File: src/rtl/sequence_stimulus_controller_if.sv
// rtl/sequence_stimulus_controller_if.sv - control, pattern and detector signals of the stimulus controller
interface sequence_stimulus_controller_if;
  logic        start;
  logic        abort;
  logic [15:0] pattern;
  logic [4:0]  length;
  logic        z_in;
  logic        w_out;
  logic        step;
  logic [4:0]  bit_index;
  logic [4:0]  match_count;
  logic        busy;
  logic        done;

  modport master (
    output start, abort, pattern, length, z_in,
    input  w_out, step, bit_index, match_count, busy, done
  );

  modport slave (
    input  start, abort, pattern, length, z_in,
    output w_out, step, bit_index, match_count, busy, done
  );
endinterface

File: src/rtl/sequence_stimulus_controller.sv
// rtl/sequence_stimulus_controller.sv - plays a latched bit pattern into a sequence detector and counts detections
module sequence_stimulus_controller #(
  parameter int STEP_CYCLES = 50000000,
  parameter int CNT_W       = 26
) (
  input logic                          clock,
  input logic                          resetnot,
  sequence_stimulus_controller_if.slave bus
);
  typedef enum logic [1:0] {IDLE, RUN, DONE} state_t;

  localparam logic [CNT_W-1:0] LAST_CNT = CNT_W'(STEP_CYCLES - 1);

  state_t           state, state_nx;
  logic [15:0]      pat_q;
  logic [4:0]       len_q;
  logic [CNT_W-1:0] cnt;
  logic [4:0]       bit_index;
  logic [4:0]       match_count;
  logic             sample_q;
  logic             sample_last_q;

  logic accept, step_now, last_bit, final_sample;

  assign accept       = bus.start && !bus.abort && (state != RUN);
  assign step_now     = (state == RUN) && (cnt == LAST_CNT);
  assign last_bit     = (bit_index == len_q - 5'd1);
  // sample_last_q marks the pending sample belonging to the final step
  assign final_sample = (state == RUN) && sample_q && sample_last_q;

  always_ff @(posedge clock or negedge resetnot) begin
    if (!resetnot) begin
      state <= IDLE;
    end else begin
      state <= state_nx;
    end
  end

  always_comb begin
    state_nx = state;
    if (bus.abort) begin
      state_nx = IDLE;
    end else begin
      case (state)
        IDLE:    if (bus.start) state_nx = RUN;
        RUN:     if (final_sample) state_nx = DONE;
        DONE:    if (bus.start) state_nx = RUN;
        default: state_nx = IDLE;
      endcase
    end
  end

  always_ff @(posedge clock or negedge resetnot) begin
    if (!resetnot) begin
      pat_q         <= '0;
      len_q         <= '0;
      cnt           <= '0;
      bit_index     <= '0;
      match_count   <= '0;
      sample_q      <= 1'b0;
      sample_last_q <= 1'b0;
    end else if (bus.abort) begin
      cnt           <= '0;
      sample_q      <= 1'b0;
      sample_last_q <= 1'b0;
    end else if (accept) begin
      pat_q         <= bus.pattern;
      len_q         <= (bus.length == 5'd0) ? 5'd16 : bus.length;
      cnt           <= '0;
      bit_index     <= '0;
      match_count   <= '0;
      sample_q      <= 1'b0;
      sample_last_q <= 1'b0;
    end else if (state == RUN) begin
      sample_q <= step_now;
      if (step_now) begin
        cnt           <= '0;
        sample_last_q <= last_bit;
        if (!last_bit) bit_index <= bit_index + 5'd1;
      end else begin
        cnt <= cnt + CNT_W'(1);
      end
      if (sample_q && bus.z_in && (match_count != 5'd16)) begin
        match_count <= match_count + 5'd1;
      end
    end
  end

  assign bus.w_out       = (state == RUN) ? pat_q[bit_index[3:0]] : 1'b0;
  assign bus.step        = step_now;
  assign bus.bit_index   = bit_index;
  assign bus.match_count = match_count;
  assign bus.busy        = (state == RUN);
  assign bus.done        = (state == DONE);
endmodule

File: src/flat_wrapper.sv
// flat-port wrapper written by rule: the top's interface ports become plain ports
module sequence_stimulus_controller_flat 
#(
  parameter int STEP_CYCLES = 50000000,
  parameter int CNT_W       = 26
)
  (clock, resetnot, bus_start, bus_abort, bus_pattern, bus_length, bus_z_in, bus_w_out, bus_step, bus_bit_index, bus_match_count, bus_busy, bus_done);
  sequence_stimulus_controller_if bus_i ();
  input logic clock;
  input logic resetnot;
  input wire logic [$bits(bus_i.start)-1:0] bus_start;
  input wire logic [$bits(bus_i.abort)-1:0] bus_abort;
  input wire logic [$bits(bus_i.pattern)-1:0] bus_pattern;
  input wire logic [$bits(bus_i.length)-1:0] bus_length;
  input wire logic [$bits(bus_i.z_in)-1:0] bus_z_in;
  output wire logic [$bits(bus_i.w_out)-1:0] bus_w_out;
  output wire logic [$bits(bus_i.step)-1:0] bus_step;
  output wire logic [$bits(bus_i.bit_index)-1:0] bus_bit_index;
  output wire logic [$bits(bus_i.match_count)-1:0] bus_match_count;
  output wire logic [$bits(bus_i.busy)-1:0] bus_busy;
  output wire logic [$bits(bus_i.done)-1:0] bus_done;
  assign bus_i.start = bus_start;
  assign bus_i.abort = bus_abort;
  assign bus_i.pattern = bus_pattern;
  assign bus_i.length = bus_length;
  assign bus_i.z_in = bus_z_in;
  assign bus_w_out = bus_i.w_out;
  assign bus_step = bus_i.step;
  assign bus_bit_index = bus_i.bit_index;
  assign bus_match_count = bus_i.match_count;
  assign bus_busy = bus_i.busy;
  assign bus_done = bus_i.done;
  sequence_stimulus_controller #(.STEP_CYCLES(STEP_CYCLES), .CNT_W(CNT_W)) u_core (.clock(clock), .resetnot(resetnot), .bus(bus_i));
endmodule
File: config.mk
export PLATFORM = sky130hd
export DESIGN_NAME = sequence_stimulus_controller_flat
export DESIGN_NICKNAME = d
export VERILOG_FILES = /design/src/rtl/sequence_stimulus_controller_if.sv /design/src/rtl/sequence_stimulus_controller.sv /design/src/flat_wrapper.sv
export SDC_FILE = /design/constraint.sdc
export NUM_CORES = 1
export LEC_CHECK = 0
export CAP_MARGIN = 20
export CELL_PAD_IN_SITES_DETAIL_PLACEMENT = 0
export CELL_PAD_IN_SITES_GLOBAL_PLACEMENT = 1
export CORE_ASPECT_RATIO = 1.4
export CORE_MARGIN = 2
export CORE_UTILIZATION = 40
export CTS_BUF_LIST = sky130_fd_sc_hd__clkbuf_16
export DETAILED_ROUTE_END_ITERATION = 12
export HOLD_SLACK_MARGIN = 0.02
export PLACE_DENSITY_LB_ADDON = 0.05
export SLEW_MARGIN = 10
export SYNTH_ARGS = -nofsm -noshare
export SYNTH_HDL_FRONTEND = slang
export SYNTH_SLANG_ARGS = --single-unit
File: constraint.sdc
create_clock -name clock -period 2.6 [get_ports clock]
set_input_delay 0.26 -clock clock [delete_from_list [all_inputs] [get_ports clock]]
set_output_delay 0.26 -clock clock [all_outputs]
set_load 0.02 [all_outputs]
==> Word-level counts from Yosys, hierarchy flattened <==
Index checks and enable logic that the tools add are counted.
{ "totals": {"regBits": 61, "input_bits": 26, "output_inout_bits": 14, "word_cells": 70} }
{ "op_classes": {"add_sub_neg": 4, "n_lt_le_gt_ge": 1, "eq_ne": 9, "n_mux": 26, "bitwise_logic": 1, "n_reduce_logical": 21} }
{ "op_table": {"columns": ["cell", "n"], "rows": [
  ["2-to-1 mux 26 bit", 4],
  ["2-to-1 mux 5 bit", 8],
  ["adder 26 x 1 -> 26 bit, second input constant", 1],
  ["equality test 26 bit, second input constant", 1],
  ["adder 5 x 1 -> 5 bit, second input constant", 2],
  ["2-to-1 mux 1 bit", 9],
  ["logical AND 1 bit", 7],
  ["2-to-1 mux 2 bit", 3],
  ["AND reduction 2 bit", 3],
  ["nonzero test 2 bit", 3],
  ["nonzero test 3 bit", 2],
  ["equality test 5 bit", 1],
  ["logical NOT 5 bit", 1],
  ["less-than comparator 4 x 5 -> 1 bit, second input constant", 1],
  ["inequality test 5 bit, second input constant", 1],
  ["subtractor 5 x 1 -> 5 bit, second input constant", 1],
  ["binary-select mux 1 bit (select 4 bit)", 1],
  ["inequality test 2 x 1 -> 1 bit, second input constant", 2],
  ["one-hot mux 2 bit (2 select lines)", 1],
  ["AND reduction 4 bit", 1],
  ["inequality test 3 x 1 -> 1 bit, second input constant", 1],
  ["inequality test 3 x 2 -> 1 bit, second input constant", 1],
  ["AND reduction 3 bit", 1],
  ["equality test 2 x 1 -> 1 bit, second input constant", 1],
  ["other kinds (5)", 5]
]} }

==> Longest topological paths before layout <==
Gate-level depths: netlist of the first run.
{ "depth": {"depth_word": 6, "ltp_mapped": 7, "mapped_depth_nobuf": 7} }

==> Least setup slack after synthesis of the first run <==
OpenSTA, ideal clock, no wires.
{ "synth_path": {"path_kind": "reg-to-output", "start": "reg u_core.bit_index[0], in the netlist u_core.bus.bit_index[0]", "end": "out bus_w_out", "arrival_time_ns": 1.835, "t_required_ns": 2.340, "path_slack_ns": 0.505, "path_stages_with_launch": 5, "path_buffers": 1, "cell_sequence": "dfrtp_1 -> clkbuf_8 -> mux4_2 -> mux4_2 -> and2_1"} }
{ "synth_via": {"elab_chain_cells": 3} }
{ "synth_lines": {"columns": ["element", "line_no", "source"], "rows": [
  ["start, declared", "sequence_stimulus_controller.sv:18", "logic [4:0] bit_index;"],
  ["start signal, assigned", "sequence_stimulus_controller.sv:79", "if (!last_bit) bit_index <= bit_index + 5'd1;"],
  ["binary-select mux 1 bit (select 4 bit)", "sequence_stimulus_controller.sv:89", "assign bus.w_out = (state == RUN) ? pat_q[bit_index[3:0]] : 1'b0;"],
  ["2-to-1 mux 1 bit (implied by the code)", "sequence_stimulus_controller.sv:89", null],
  ["2-to-1 mux 1 bit", "sequence_stimulus_controller.sv:89", null],
  ["end, declared", "flat_wrapper.sv:16", "output wire logic [$bits(bus_i.w_out)-1:0] bus_w_out;"]
]} }
No other way between the ends. The select of a mux whose other input is x is not followed.

==> Worst setup path after layout of the first run <==
Same ends and word-level chain as after synthesis.

==> reports/summary.txt, run 1 <==
Status: finished, final reports clean
Period utilization: 0.951
Reg-to-reg endpoint: u_core.cnt[23]
FP Rows: 39
Yosys top cell by area: dfrtp_1
Max clock buf depth: 2
H-tree depth: 3
Clk_lat worst skew: 0.32 ns
Fin util: 0.505
Vias in the first global route: 2631
Vias per inst: 5.32
Post-synth EDFFs: 0
Clk sink count: 61
FFs w/ async S/R, synth: 1.00
Synth Instances: 315
Post-synthesis register bit count: 61
Critical Path AT: 2.21 ns
Crit Reg-Reg Startpoint: u_core.cnt[16]
Placeable Area: 8100 um2
Number of diodes: 0
CP Launch Point: u_core.bus.bit_index[0]
Dpl hpwl: 5530 um
Die area: 9020 um2
Max frequency: 0.404 GHz
Net Sw Frac: 0.249
Lkg Pwr: 1.64 nW
IO Count: 40
Gr usage total: 0.188
Top-area cell type share of the netlist area: 0.461
Post-Synthesis Net Count: 346
Netlist cell types: 51
P per Cell Area: 600 nW/um2
Setup TNS: 0 ns
CP Launch Type: flip-flop
Max cap viols: 0
# nets final: 398
Sequential area share after synthesis: 0.461
Clock-pin transition on the worst setup and hold timing paths: 0.05 ns
Vias: 2518
Clock network power share: 0.408
Antenna viol nets, final: 0
Critical path required time: 2.34 ns
Reg2reg setup slack: 0.50 ns
Fraction of layout cells with a size suffix above 1: 0.151
First-pass GRT wire length: 12900 um
Setup violations, final: 0
Fillers: 813
Max_slew headroom: 0.667
Slew Limit Fails: 0
Antenna violations before repair: 0
Final hold violation count: 0
Cell Area, Synth: 3310 um2
Worst IR drop on VDD: 0.278 mV
Num CTS Buffers: 9
Worst Hold Class: in2async
Routed wire per std cell: 15.9 um
FF-to-FF path depth: 6
Area growth, synth to finish: 23.6%
Drt pass-1 iters: 4
Root Buffer: clkbuf_16
Gpl congestion: 0.750
Sequential power share: 0.445
Worst Max-Slew Pin Slew: 0.498 ns
Initial core utilization: 0.408
Die width: 80.9 um
Total grt overflow: 0
DRT Wirelength: 7530 um
Synth warn: 0
Int Pwr: 1.84 mW
Crit end category: primary output
Die height: 112 um
Primary FF master, synth: dfrtp_1
Remaining DRCs: 0
Combinational power share: 0.146
CP Class: reg2out
Largest net degree at the start of global routing: 29
Clock skew: 0.00473 ns
Port Buffers: 39
Syn Area/Cell: 10.5 um2
DRT iter0 DRCs: 132
RSZ-0062 raised after global routing: false
Synth top area cells: dfrtp_1, xnor2_1, mux2_2, nor2_1, mux4_2
Crit path time final: 2.47 ns
CTS tree: yes
Psw: 0.611 mW
Max FO, Critical Path: 5
==> metal layers <==
layer / wire [um] / vias up / share of wire / global-route usage
met3: 211 / 12 / 0.028 / 0.0413
li1: - / 1236 / - / -
met5: 0 / - / 0 / 0
met2: 3910 / 32 / 0.52 / 0.318
met4: 161 / 0 / 0.021 / 0.0780
met1: 3240 / 1238 / 0.43 / 0.228
==> area by class of cell <==
cell class	instances	area, um2	area share
Clock buffer	9	225	0.0551
Tap cell	102	128	0.0312
Sequential cell	61	1530	0.374
Multi-Input combinational cell	226	1630	0.399
Inverter	16	60.1	0.0147
Clock inverter	6	23.8	0.00582
Timing Repair Buffer	53	490	0.120
==> cells by family after synthesis <==
| group | after synthesis | synth area share |
|---|---|---|
| fa+ha+maj | 5 | 0.0189 |
| xor+xnor | 33 | 0.0874 |
| compound gates | 29 | 0.0681 |
| simple gates | 135 | 0.221 |
| mux | 24 | 0.0983 |
| flops | 61 | 0.461 |
| buf+inv | 28 | 0.0450 |
==> how the worst max path moves through the flow <==
stage                 to  cells after the start  slack, ns
4_1_cts        bus_w_out                      4        0.1
3_3_place_gp   bus_w_out                      4       0.18
3_5_place_dp   bus_w_out                      4       0.13
2_1_floorplan  bus_w_out                      4       0.51
6_report       bus_w_out                      4       0.13
5_1_grt        bus_w_out                      4       0.01
==> layout by cell type (no fill, tap or decap), types with 6 or more instances in the layout <==
cell type and instances:
o21ai_0 6, dfrtp_1 60, nor2_1 40, mux2_2 18, nand4_1 7, buf_4 13
nand2_1 23, inv_1 18, nor4_1 10, clkbuf_16 9, xnor2_1 26, nor3_1 12
clkdlybuf4s50_1 36, nand3_1 9, o31ai_1 6, xor2_1 7
==> through the flow <==
| step | hold slack [ns] | power [mW] | setup WS (ns) | area, um2 | instances |
|---|---|---|---|---|---|
| detailed placement | 0.153 | 1.47 | 0.130 | 3820 | 456 |
| finish | 0.344 | 2.45 | 0.128 | 4090 | 473 |
| floorplan | -0.0356 | 1.32 | 0.505 | 3310 | 315 |
| CTS | 0.345 | 2.50 | 0.0992 | 4090 | 473 |
| global route | 0.365 | 2.59 | 0.0138 | 4090 | 473 |
| global placement | 0.149 | 1.47 | 0.185 | 3820 | 456 |
==> critical path: stages (launching register included) <==
cell	delay (ns)
dfrtp_2	0.44
mux4_2	0.52
mux4_2	0.45
and2_1	0.16
dlygate4sd2_1	0.31
==> power groups by stage <==
| stage | clock [mW] | sequential (mW) | combinational, mW |
|---|---|---|---|
| 4_1_cts | 1.04 | 1.09 | 0.367 |
| 2_1_floorplan | 0 | 1.11 | 0.213 |
| 6_report | 1.00 | 1.09 | 0.359 |
| 3_5_place_dp | 0 | 1.11 | 0.364 |
| 3_3_place_gp | 0 | 1.11 | 0.363 |
| 5_1_grt | 1.08 | 1.10 | 0.399 |
==> registers in the layout, summed over array words and instances, names as in the netlist <==
name / cells
u_core.bus.bit_index: 5
u_core.bus.match_count: 5
u_core.cnt: 26
u_core.len_q: 5
u_core.pat_q: 16
u_core.sample_last_q: 1
u_core.sample_q: 1
u_core.state: 2
==> cells in the mapped netlist (2+ instances only) <==
library cell,number
dfrtp_1,61
nor2_1,40
xnor2_1,26
nand2_1,23
mux2_2,18
inv_1,16
nor3_1,12
nor4_1,10
nand3_1,9
nand4_1,7
xor2_1,7
buf_2,6
o21ai_0,6
o31ai_1,6
and4_1,5
ha_1,5
mux4_2,5
nor4b_1,5
nand4b_1,4
nor3b_1,4
a2bb2oi_1,3
and2_1,3
a211o_1,2
and3_1,2
buf_6,2
clkbuf_8,2
nand2b_1,2
==> what timing repair did <==
action                     4_1_cts  5_1_grt
hold buffers                     1        0
hold endpoints to repair         9        0
setup endpoints to repair        2        0
resized for setup                3        0
setup buffers                    1        0
(Power assumes the default switching activity.)
==> run 2: changes to the inputs <==
--- a/config.mk
+++ b/config.mk
@@ -15,6 +15,7 @@
 export DETAILED_ROUTE_END_ITERATION = 12
 export HOLD_SLACK_MARGIN = 0.02
 export PLACE_DENSITY_LB_ADDON = 0.05
+export SKIP_LAST_GASP = 1
 export SLEW_MARGIN = 10
 export SYNTH_ARGS = -nofsm -noshare
 export SYNTH_HDL_FRONTEND = slang
==> results of run 2 <==
The final DEF is identical to that of run 1; final timing and power are the same.
==> run 3: changes to the inputs <==
--- a/config.mk
+++ b/config.mk
@@ -6,13 +6,12 @@
 export NUM_CORES = 1
 export LEC_CHECK = 0
 export CAP_MARGIN = 20
-export CELL_PAD_IN_SITES_DETAIL_PLACEMENT = 0
-export CELL_PAD_IN_SITES_GLOBAL_PLACEMENT = 1
 export CORE_ASPECT_RATIO = 1.4
 export CORE_MARGIN = 2
 export CORE_UTILIZATION = 40
 export CTS_BUF_LIST = sky130_fd_sc_hd__clkbuf_16
 export DETAILED_ROUTE_END_ITERATION = 12
+export GPL_ROUTABILITY_DRIVEN = 0
 export HOLD_SLACK_MARGIN = 0.02
 export PLACE_DENSITY_LB_ADDON = 0.05
 export SKIP_LAST_GASP = 1
==> reports/summary.txt, run 3 (synthesis gave the netlist of run 1 again) <==
Power consumption: 2.58 mW (+5.0%)
Met3 wire len: 270 um (+28%)
Setup violations, final: 0 (unchanged)
Critical path required time: 2.34 ns (about the same)
Largest net degree at the start of global routing: 29 (unchanged)
Port Buffers: 39 (unchanged)
Die height: 112 um (unchanged)
Worst Hold Class: in2async
Slew Limit Fails: 0 (unchanged)
Leading cell type in the layout, fill and taps excluded: dfrtp_1
Placed Area: 3820 um2 (unchanged)
Dpl hpwl: 5520 um (-0.31%)
Vias: 2525 (+0.28%)
Status: finished, final reports clean
Die width: 80.9 um (unchanged)
FP Rows: 39 (unchanged)
Antenna violations before repair: 0 (unchanged)
Vias in the first global route: 2676 (+1.7%)
Max frequency: 0.409 GHz (+1.2%)
Initial core utilization: 0.408 (unchanged)
Place WS: 0.149 ns (+0.0183 ns)
DRT iter0 DRCs: 142 (+7.6%)
Clk sink count: 61 (unchanged)
Max FO, Critical Path: 7 (+2)
Total grt overflow: 0 (unchanged)
Vias per inst: 5.36 (+0.70%)
Regs by FF count: u_core.cnt x26, u_core.pat_q x16
FF-to-FF path depth: 6 (unchanged)
Number of diodes: 0 (unchanged)
Max FFs per register: 26 (unchanged)
Root Buffer: clkbuf_16
Routed wire per std cell: 16.3 um (+2.1%)
Period utilization: 0.940 (-0.0111)
RSZ-0062 raised after global routing: false
Fin area: 4110 um2 (+0.46%)
Remaining DRCs: 0 (unchanged)
P per Cell Area: 627 nW/um2 (+4.5%)
Drt pass-1 iters: 4 (unchanged)
Max cap viols: 0 (unchanged)
Fraction of layout cells with a size suffix above 1: 0.152 (+0.000818)
Slowest stage delay, CP: 0.59 ns (+0.07 ns)
Gr usage total: 0.189 (+0.00117)
IO Count: 40 (unchanged)
Clk_lat worst skew: 0.32 ns (about the same)
Worst Max-Slew Pin Slew: 0.491 ns (-0.00696 ns)
CP Launch Type: flip-flop
Most frequent cells in the layout: dfrtp_1, nor2_1, clkdlybuf4s50_1, xnor2_1, nand2_1
Die area: 9020 um2 (unchanged)
Met1 WL: 3300 um (+1.9%)
Reg2reg setup slack: 0.40 ns (-0.10 ns)
Placeable Area: 8100 um2 (unchanged)
H-tree depth: 3 (unchanged)
First-pass GRT wire length: 13100 um (+1.2%)
Critical Path AT: 2.18 ns (-0.03 ns)
Clock skew: 0.00472 ns (-0.00000480 ns)
DR WL met2: 3920 um (+0.23%)
Reg-to-reg endpoint: u_core.cnt[23]
Max clock buf depth: 2 (unchanged)
# nets final: 397 (-0.25%)
CP Class: reg2out
CTS tree: yes
Max_slew headroom: 0.671 (+0.00465)
Num CTS Buffers: 9 (unchanged)
Max layer used: met4
Clock-pin transition on the worst setup and hold timing paths: 0.05 ns (about the same)
Final hold violation count: 0 (unchanged)
Final worst-path setup slack: 0.157 ns (+0.0289 ns)
DRT Wirelength: 7650 um (+1.7%)
Lkg Pwr: 1.66 nW (+1.1%)
CP max stage cell: or4b_4
Worst-path cell chain: or4b_4 > nor4_4 > nand2_1 > inv_1 > dlygate4sd2_1
Antenna viol nets, final: 0 (unchanged)
Area growth, synth to finish: 24.1%
Post-CTS Setup Bufs: 0 (-1)
Worst IR drop on VDD: 0.436 mV (+57%)
Largest register by flop count: u_core.cnt
Crit end category: primary output
CP Launch Point: u_core.cnt[18]
Crit Reg-Reg Startpoint: u_core.cnt[18]
Crit path time final: 2.44 ns (-0.0289 ns)
-- run 3: stage by stage --
| step | TNS, ns | std cells | hold WS (ns) | util |
|---|---|---|---|---|
| after floorplan | 0 | 315 | -0.0356 | - |
| final | 0 | 471 | 0.416 | 0.507 |
| after CTS | -0.117 | 471 | 0.422 | 0.507 |
| after detailed placement | 0 | 456 | 0.229 | 0.472 |
| after global routing | 0 | 471 | 0.462 | 0.507 |
| after global placement | 0 | 456 | 0.231 | 0.472 |
-- run 3: how the worst max path moves through the flow --
stage                            to  slack [ns]  depth (start not counted)
after floorplan           bus_w_out        0.51                          4
after global placement    bus_w_out        0.17                          4
after detailed placement  bus_w_out        0.15                          4
after CTS                 bus_w_out       -0.12                          4
after global routing       bus_step        0.03                          5
final                      bus_step        0.16                          5
-- run 3: critical path: cells and delay by family (launching register included) --
family                 cells  cell delay, ns
buffers and inverters      2            0.41
DFF                        1            0.45
and+or+nand+nor            3            1.00
-- run 3: area by class of cell --
type / count / area (um2)
Multi-Input combinational cell: 226 / 1630
Clock buffer: 9 / 225
Tap cell: 102 / 128
Inverter: 16 / 60.1
Timing Repair Buffer: 52 / 487
Sequential cell: 61 / 1530
Clock inverter: 5 / 46.3
Fill cell: 782 / 3990
-- run 3: repair_timing --
action                                  CTS  global route
endpoints found under the hold margin    17             0
pin swaps                                 0             0
endpoints found under the setup margin    2             1
resized for setup                         2             1
hold buffers                              1             0
-- run 3: power by group --
group          internal, mW  switching, mW
logic                 0.195          0.172
clock network         0.718          0.399
registers              1.03         0.0605
total                  1.95          0.631
-- run 3: metal layers --
| metal | GRT usage | up-vias |
|---|---|---|
| met4 | 0.0746 | 0 |
| met2 | 0.320 | 47 |
| li1 | - | 1224 |
| met1 | 0.228 | 1240 |
| met3 | 0.0454 | 14 |
| met5 | 0 | - |
